<file path="config.mk">
export PLATFORM = sky130hd
export DESIGN_NAME = can_tx_bitstream
export DESIGN_NICKNAME = d
export VERILOG_FILES = /design/src/rtl/can_tx_bitstream.sv
export SDC_FILE = /design/constraint.sdc
export NUM_CORES = 1
export LEC_CHECK = 0
export ABC_AREA = 1
export CAP_MARGIN = 40
export CORE_MARGIN = 2
export CORE_UTILIZATION = 45
export DETAILED_ROUTE_END_ITERATION = 10
export GPL_TIMING_DRIVEN = 0
export MAX_ROUTING_LAYER = met4
export PLACE_DENSITY = 0.73
export SLEW_MARGIN = 15
export SYNTH_ARGS = -nofsm -noshare
export SYNTH_HDL_FRONTEND = slang
export SYNTH_SLANG_ARGS = --single-unit
</file>
<file path="constraint.sdc">
create_clock -name clk -period 2.9 [get_ports clk]
set_input_delay 0.29 -clock clk [delete_from_list [all_inputs] [get_ports clk]]
set_output_delay 0.29 -clock clk [all_outputs]
set_load 0.02 [all_outputs]
</file>
<file path="src/rtl/can_tx_bitstream.sv">
// Bit-level CAN transmitter: drives one frame bit per bit time, inserts stuff bits,
// and monitors the bus at each sample point for arbitration loss and bit errors.
module can_tx_bitstream #(
    parameter int STUFF_LEN = 5
) (
    input  logic clk,
    input  logic rst_n,
    input  logic tx_point,
    input  logic sample_point,
    input  logic rx,
    input  logic in_bit,
    input  logic in_stuff,
    input  logic in_arb,
    input  logic in_nomon,
    input  logic in_last,
    input  logic in_valid,
    output logic in_ready,
    output logic can_tx,
    output logic busy,
    output logic done,
    output logic arb_lost,
    output logic bit_err,
    output logic underrun
);

    typedef enum logic {IDLE, SEND} state_t;

    state_t     state, state_nx;
    logic [2:0] run, run_nx;
    logic       prev_bit, prev_nx;
    logic       last_sent, last_nx;
    logic       sampled, sampled_nx;
    logic       cur_arb, cur_arb_nx;
    logic       cur_nomon, cur_nomon_nx;
    logic       can_tx_nx, busy_nx;
    logic       done_nx, arb_nx, err_nx, und_nx;
    logic       stuff_pending;
    logic       drive, drv_bit, drv_stuffed;
    logic       mon_exit, tx_exit;

    assign stuff_pending = (run == 3'(STUFF_LEN));
    assign in_ready = tx_point && !stuff_pending && (state == IDLE || !last_sent);

    always_comb begin
        state_nx     = state;
        run_nx       = run;
        prev_nx      = prev_bit;
        last_nx      = last_sent;
        sampled_nx   = sampled;
        cur_arb_nx   = cur_arb;
        cur_nomon_nx = cur_nomon;
        can_tx_nx    = can_tx;
        busy_nx      = busy;
        done_nx      = 1'b0;
        arb_nx       = 1'b0;
        err_nx       = 1'b0;
        und_nx       = 1'b0;
        drive        = 1'b0;
        drv_bit      = 1'b1;
        drv_stuffed  = 1'b0;
        mon_exit     = 1'b0;
        tx_exit      = 1'b0;

        // Sample is evaluated before transmit so an abort or completion wins the cycle
        if (state == SEND && sample_point && !sampled) begin
            if (!cur_nomon && can_tx && !rx) begin
                arb_nx   = cur_arb;
                err_nx   = !cur_arb;
                mon_exit = 1'b1;
            end else if (!cur_nomon && !can_tx && rx) begin
                err_nx   = 1'b1;
                mon_exit = 1'b1;
            end else begin
                sampled_nx = 1'b1;
                if (last_sent && !stuff_pending) begin
                    done_nx  = 1'b1;
                    mon_exit = 1'b1;
                end
            end
        end

        if (!mon_exit && tx_point) begin
            if (state == IDLE) begin
                if (in_valid) begin
                    drive        = 1'b1;
                    drv_bit      = in_bit;
                    drv_stuffed  = in_stuff;
                    cur_arb_nx   = in_arb;
                    cur_nomon_nx = in_nomon;
                    last_nx      = in_last;
                    state_nx     = SEND;
                end
            end else if (stuff_pending) begin
                drive        = 1'b1;
                drv_bit      = ~prev_bit;
                drv_stuffed  = 1'b1;
                cur_arb_nx   = 1'b0;
                cur_nomon_nx = 1'b0;
            end else if (in_valid && in_ready) begin
                drive        = 1'b1;
                drv_bit      = in_bit;
                drv_stuffed  = in_stuff;
                cur_arb_nx   = in_arb;
                cur_nomon_nx = in_nomon;
                last_nx      = in_last;
            end else if (!last_sent) begin
                und_nx  = 1'b1;
                tx_exit = 1'b1;
            end
        end

        if (drive) begin
            can_tx_nx  = drv_bit;
            busy_nx    = 1'b1;
            sampled_nx = 1'b0;
            if (drv_stuffed) begin
                run_nx  = (drv_bit == prev_bit && run != 3'd0) ? run + 3'd1 : 3'd1;
                prev_nx = drv_bit;
            end else begin
                run_nx = 3'd0;
            end
        end

        if (mon_exit || tx_exit) begin
            state_nx   = IDLE;
            can_tx_nx  = 1'b1;
            busy_nx    = 1'b0;
            run_nx     = 3'd0;
            last_nx    = 1'b0;
            sampled_nx = 1'b0;
        end
    end

    always_ff @(posedge clk or negedge rst_n) begin
        if (!rst_n) begin
            state     <= IDLE;
            run       <= 3'd0;
            prev_bit  <= 1'b0;
            last_sent <= 1'b0;
            sampled   <= 1'b0;
            cur_arb   <= 1'b0;
            cur_nomon <= 1'b0;
            can_tx    <= 1'b1;
            busy      <= 1'b0;
            done      <= 1'b0;
            arb_lost  <= 1'b0;
            bit_err   <= 1'b0;
            underrun  <= 1'b0;
        end else begin
            state     <= state_nx;
            run       <= run_nx;
            prev_bit  <= prev_nx;
            last_sent <= last_nx;
            sampled   <= sampled_nx;
            cur_arb   <= cur_arb_nx;
            cur_nomon <= cur_nomon_nx;
            can_tx    <= can_tx_nx;
            busy      <= busy_nx;
            done      <= done_nx;
            arb_lost  <= arb_nx;
            bit_err   <= err_nx;
            underrun  <= und_nx;
        end
    end

endmodule

</file>
---- After elaboration in Yosys (flattened, before gate mapping) ----
Index checks and enable logic that the tools add are counted.
cells by class
  add/sub/neg operators ................... 1
  equal/unequal tests ..................... 7
  mux-type cells .......................... 62
  bitwise operators ....................... 2
  reductions and logical operators ........ 32
operator list
  cell                                                    count
  2-to-1 mux 1 bit                                        58
  logical AND 1 bit                                       12
  2-to-1 mux 3 bit                                        4
  inequality test 3 x 2 -> 1 bit (second input constant)  3
  nonzero test 3 bit                                      3
  logical NOT 1 bit                                       8
  inequality test 3 x 1 -> 1 bit (second input constant)  2
  AND reduction 3 bit                                     2
  nonzero test 2 bit                                      3
  AND reduction 4 bit                                     1
  adder 3 x 1 -> 3 bit (second input constant)            1
  == test 3 bit (second input constant)                   1
  logical OR 1 bit                                        2
  NOT 1 bit                                               2
  AND reduction 2 bit                                     1
  == test 1 bit                                           1
storage, ports and cells
  bits in registers ....................... 15
  input bits .............................. 11
  output and inout bits ................... 7
  word-level logic and storage cells ...... 117

---- Depth between registers and ports, before layout ----
  depth in word-level cells ............... 16
  depth in mapped cells ................... 12
  mapped depth without buffers ............ 12

---- Worst setup path before layout ----
OpenSTA, ideal clock, no wires.
  path kind ............................... register to register
  start point ............................. register can_tx
  end point ............................... register run[2]
  setup time .............................. 0.118 ns
  arrival ................................. 1.441 ns
  data required time ...................... 2.782 ns
  setup slack ............................. 1.341 ns
  cell stages (with the launch flop) ...... 10
  buffers on the path ..................... 0
  clock period less this slack ............ 1.559 ns
  path through ............................ dfstp_2 -> inv_1 -> nand3_1 -> nand2_1 -> nand2_2 -> nand3_4 -> nor2_2 -> nor2_4 -> nand2_1 -> nand2_1
on the way
  word-level cells in the longest chain between the ends .. 15
  elaborated cells on any way between the ends .. 22
  classes of those cells .................. eq/ne: 1; mux: 11; reduce/logical: 10
ends and longest elaborated chain
  item                             RTL line  source
  start: declaration               18        output logic can_tx,
  start signal: assignment         157       can_tx <= can_tx_nx;
  logical NOT 1 bit                70        end else if (!cur_nomon && !can_tx && rx) begin
  logical AND 1 bit (2 in series)  70
  2-to-1 mux 1 bit                 70
  2-to-1 mux 1 bit *               66        if (!cur_nomon && can_tx && !rx) begin
  2-to-1 mux 1 bit *               65        if (state == SEND && sample_point && !sampled) begin
  logical NOT 1 bit                82        if (!mon_exit && tx_point) begin
  logical AND 1 bit                82
  2-to-1 mux 1 bit                 82
  == test 1 bit                    117       run_nx = (drv_bit == prev_bit && run != 3'd0) ? run + 3'd1 : 3'd1;
  logical AND 1 bit                117
  2-to-1 mux 3 bit                 117
  2-to-1 mux 3 bit                 116       if (drv_stuffed) begin
  2-to-1 mux 3 bit                 112       if (drive) begin
  2-to-1 mux 3 bit                 124       if (mon_exit || tx_exit) begin
  end signal: assignment           151       run <= run_nx;
  end: declaration                 29        logic [2:0] run, run_nx;
Every way passes the cells marked *; elsewhere a longest branch is shown, timed or not. The select of a mux whose other input is x is not followed.
A chain may end at the register's enable or synchronous reset.

---- Worst setup path after layout ----
  start point ............................. register run[0]
  end point ............................... output port in_ready
on the way
  word-level cells in the longest chain between the ends .. 4
ends and longest elaborated chain
  item                             RTL line  source
  == test 3 bit                    41        assign stuff_pending = (run == 3'(STUFF_LEN));
  logical NOT 1 bit                42        assign in_ready = tx_point && !stuff_pending && (state == IDLE || !last_sent);
  logical AND 1 bit (2 in series)  42
  end: declaration                 17        output logic in_ready,
No other way between the ends.

==> metrics.md <==
| Metric | Value |
|---|---|
| Pre-Repair DR Iteration Count | `4` |
| Post-CTS setup buffers | `0` |
| Setup WS pre-CTS | `0.9398 ns` |
| Crit-path slowest cell | `clkdlybuf4s50_1` |
| GP Congestion | `0.8161` |
| #FFs+latches synth | `15` |
| Die H | `48.31 um` |
| Final Max Slew Viols | `0` |
| Worst VDD drop | `0.4339 mV` |
| CTS clk-pin slew, worst paths | `0.09 ns` |
| Most numerous cell in the Yosys netlist | `nand2_1` |
| Core ar. | `0.001902 mm^2` |
| CP bufs+invs | `1` |
| Reg area | `376.6 um^2` |
| Leakage | `0.0005445 uW` |
| Crit end category | `output port` |
| Post-DP HPWL | `1378 um` |
| Pin count of the biggest net entering global routing | `16` |
| Hold slack | `0.4196 ns` |
| Top FF cell, synth | `dfrtp_1` |
| Post-synth net total | `117` |
| Cell Pwr Density | `820.8 mW/mm^2` |
| Slew of the pin with the lowest slew margin | `0.6803 ns` |
| Startpoint types | `flip-flop` |
| Ys async rst share | `100.0%` |
| Synthesis-to-finish area growth | `26.06%` |
| Post_cts resized | `0` |
| Total Routing Usage GR | `16.83%` |
| Final worst path period need | `2.115 ns` |
| Post-route DRC | `0` |
| Unique masters post-synth | `28` |
| Post-CTS Hold Fix Bufs | `0` |
| Clk sink count | `15` |
| Routed wire length per instance | `11.21 um` |
| Fill count | `176` |
| Initial Util | `46.45%` |
| 1st-iter DRT viols | `16` |
| CTS tree | `done` |
| Worst Path Max Fanout | `5` |
| CP max stage delay | `0.59 ns` |
| Largest area contributor in the netlist | `dfrtp_1` |
| Final core occ | `58.55%` |
| Post-Synthesis Cells | `103` |
| Post-synth EDFFs | `0` |
| CTS max path bufs | `2` |
| Critical path type | `flip-flop to output port` |
| Synth Warn # | `0` |
| Total die area | `0.002333 mm^2` |
| Area share of the largest cell type after synthesis | `39.66%` |
| Top delay family on crit path | `buffers and inverters` |
| Worst Hold Class | `primary input to async pin` |
| RSZ-0062 raised after global routing | `false` |
| Post-DRT Antenna Nets | `0` |
| Vias in the first global route | `726` |
| Setup TNS | `0 ns` |
| Critical path required time | `2.61 ns` |
| Fin worst setup slack | `0.7852 ns` |
| Initial antenna violation count | `0` |
| Mean Syn Cell Area | `8.576 um^2` |
| Worst skew pair latency | `0.28 ns` |
| # setup viols final | `0` |
| Final worst path period share | `72.92%` |
| Vias/cell | `4.907` |
| Top post-synthesis cells by area | `dfrtp_1, nand2_1, inv_1` |
| Relative slew slack | `54.50%` |
| Post-synth top cells | `nand2_1, dfrtp_1, inv_1` |
| Fin Clk Skew | `0.001395 ns` |
| Total gr overflow | `0` |
| Port-buffer cells | `17` |
| CTS root buf | `clkbuf_4` |
| Hold Fails Final Rpt | `0` |
| Detailed-route via count | `741` |
| Synthesized area | `883.3 um^2` |
| Crit path arrival time | `1.82 ns` |
| Final wirelength | `1692 um` |
| ANT cells | `0` |
| Register area share after synthesis | `42.63%` |
| Max Clock Freq | `472.9 MHz` |
| Area of the multi-input gates | `449.2 um^2` |
| CTS Buf Count | `3` |
| Status | `complete, no violations` |
| IO Pins | `18` |
| Chip width | `48.31 um` |
| Rows | `16` |
| Max Cap Violations | `0` |
| Nets | `139` |
| First-pass GRT wire length | `3070 um` |
| Layout cells sized above 1 | `20.16%` |
| CP cell instances | `ha_1 -> nand2_2 -> and3_2 -> clkdlybuf4s50_1` |
| Htree depth | `1` |
==> final timing paths <==
check	start	to	slack (ns)	depth (start not counted)
setup / recovery	run[0]$_DFFE_PN0N_	in_ready	0.79	4
hold / removal	rst_n	busy$_DFFE_PN0N_	0.42	1
setup reg to reg	run[0]$_DFFE_PN0N_	run[1]$_DFFE_PN0N_	1.11	9
hold reg to reg	cur_arb$_DFFE_PN0P_	bit_err$_DFF_PN0_	0.46	1
max in group asynchronous	rst_n	run[0]$_DFFE_PN0N_	2.05	1
min in group clk	cur_arb$_DFFE_PN0P_	bit_err$_DFF_PN0_	0.46	1
==> kinds of logic after synthesis <==
kind of cell               count (synthesis)  synth area share (%)
and+or+nand+nor                           55                 35.84
buffers and inverters                     15                 6.515
DFF                                       15                 42.64
AOI/OAI and AO/OA                         14                 9.774
adders and majority gates                  3                 4.250
xor gates and xnor gates                   1                0.9917
==> flip-flops by register name, indices dropped and copies added (netlist names) <==
name       flops
run            3
arb_lost       1
bit_err        1
busy           1
can_tx         1
cur_arb        1
cur_nomon      1
done           1
last_sent      1
prev_bit       1
sampled        1
state          1
underrun       1
==> placed cells by master, fill, tap and decap left out, types with 2 or more instances in the layout <==
cell              n
nand3_1           4
nand2_2           5
a21oi_1           4
clkbuf_4          3
nor2_4            3
nor2_1            9
nor2_2            3
dfrtp_1          14
nand2_1          20
o21ai_0           4
inv_1            13
o21ai_1           2
nand4_1           4
clkdlybuf4s50_1  17
ha_1              3
==> power by group <==
part	internal, uW	switching [uW]
sequential	285	65.8
combinational	177	266
clock	53.2	67.2
total	515	399
==> per-layer routing <==
layer | global-route usage, % | vias to the layer above | share of wire (%)
met5 | - | - | 0
met4 | 2.857 | 0 | 0
met3 | 3.704 | 0 | 5.1
met2 | 29.17 | 20 | 50
met1 | 20.52 | 349 | 45
li1 | - | 372 | -
==> worst register-to-register path, delay by kind of cell (launching register included) <==
family	cells	cell delay [ns]
adders and majority gates	1	0.25
and+or+nand+nor	8	0.99
DFF	1	0.44
==> through the flow <==
step | area (um^2) | instances | total power [uW]
after floorplan | 883.3 | 103 | 664.5
after global placement | 1087 | 147 | 784.6
after detailed placement | 1087 | 147 | 802.2
after CTS | 1114 | 151 | 923.1
after global routing | 1114 | 151 | 994.6
final | 1114 | 151 | 914.0
==> layout make-up <==
class / instances / area share [%]
Sequential cell: 15 / 33.82
Timing Repair Buffer: 17 / 15.28
Multi-Input combinational cell: 73 / 40.34
Inverter: 15 / 5.169
Tap cell: 27 / 3.034
Clock buffer: 4 / 2.360
(Power assumes the default switching activity.)
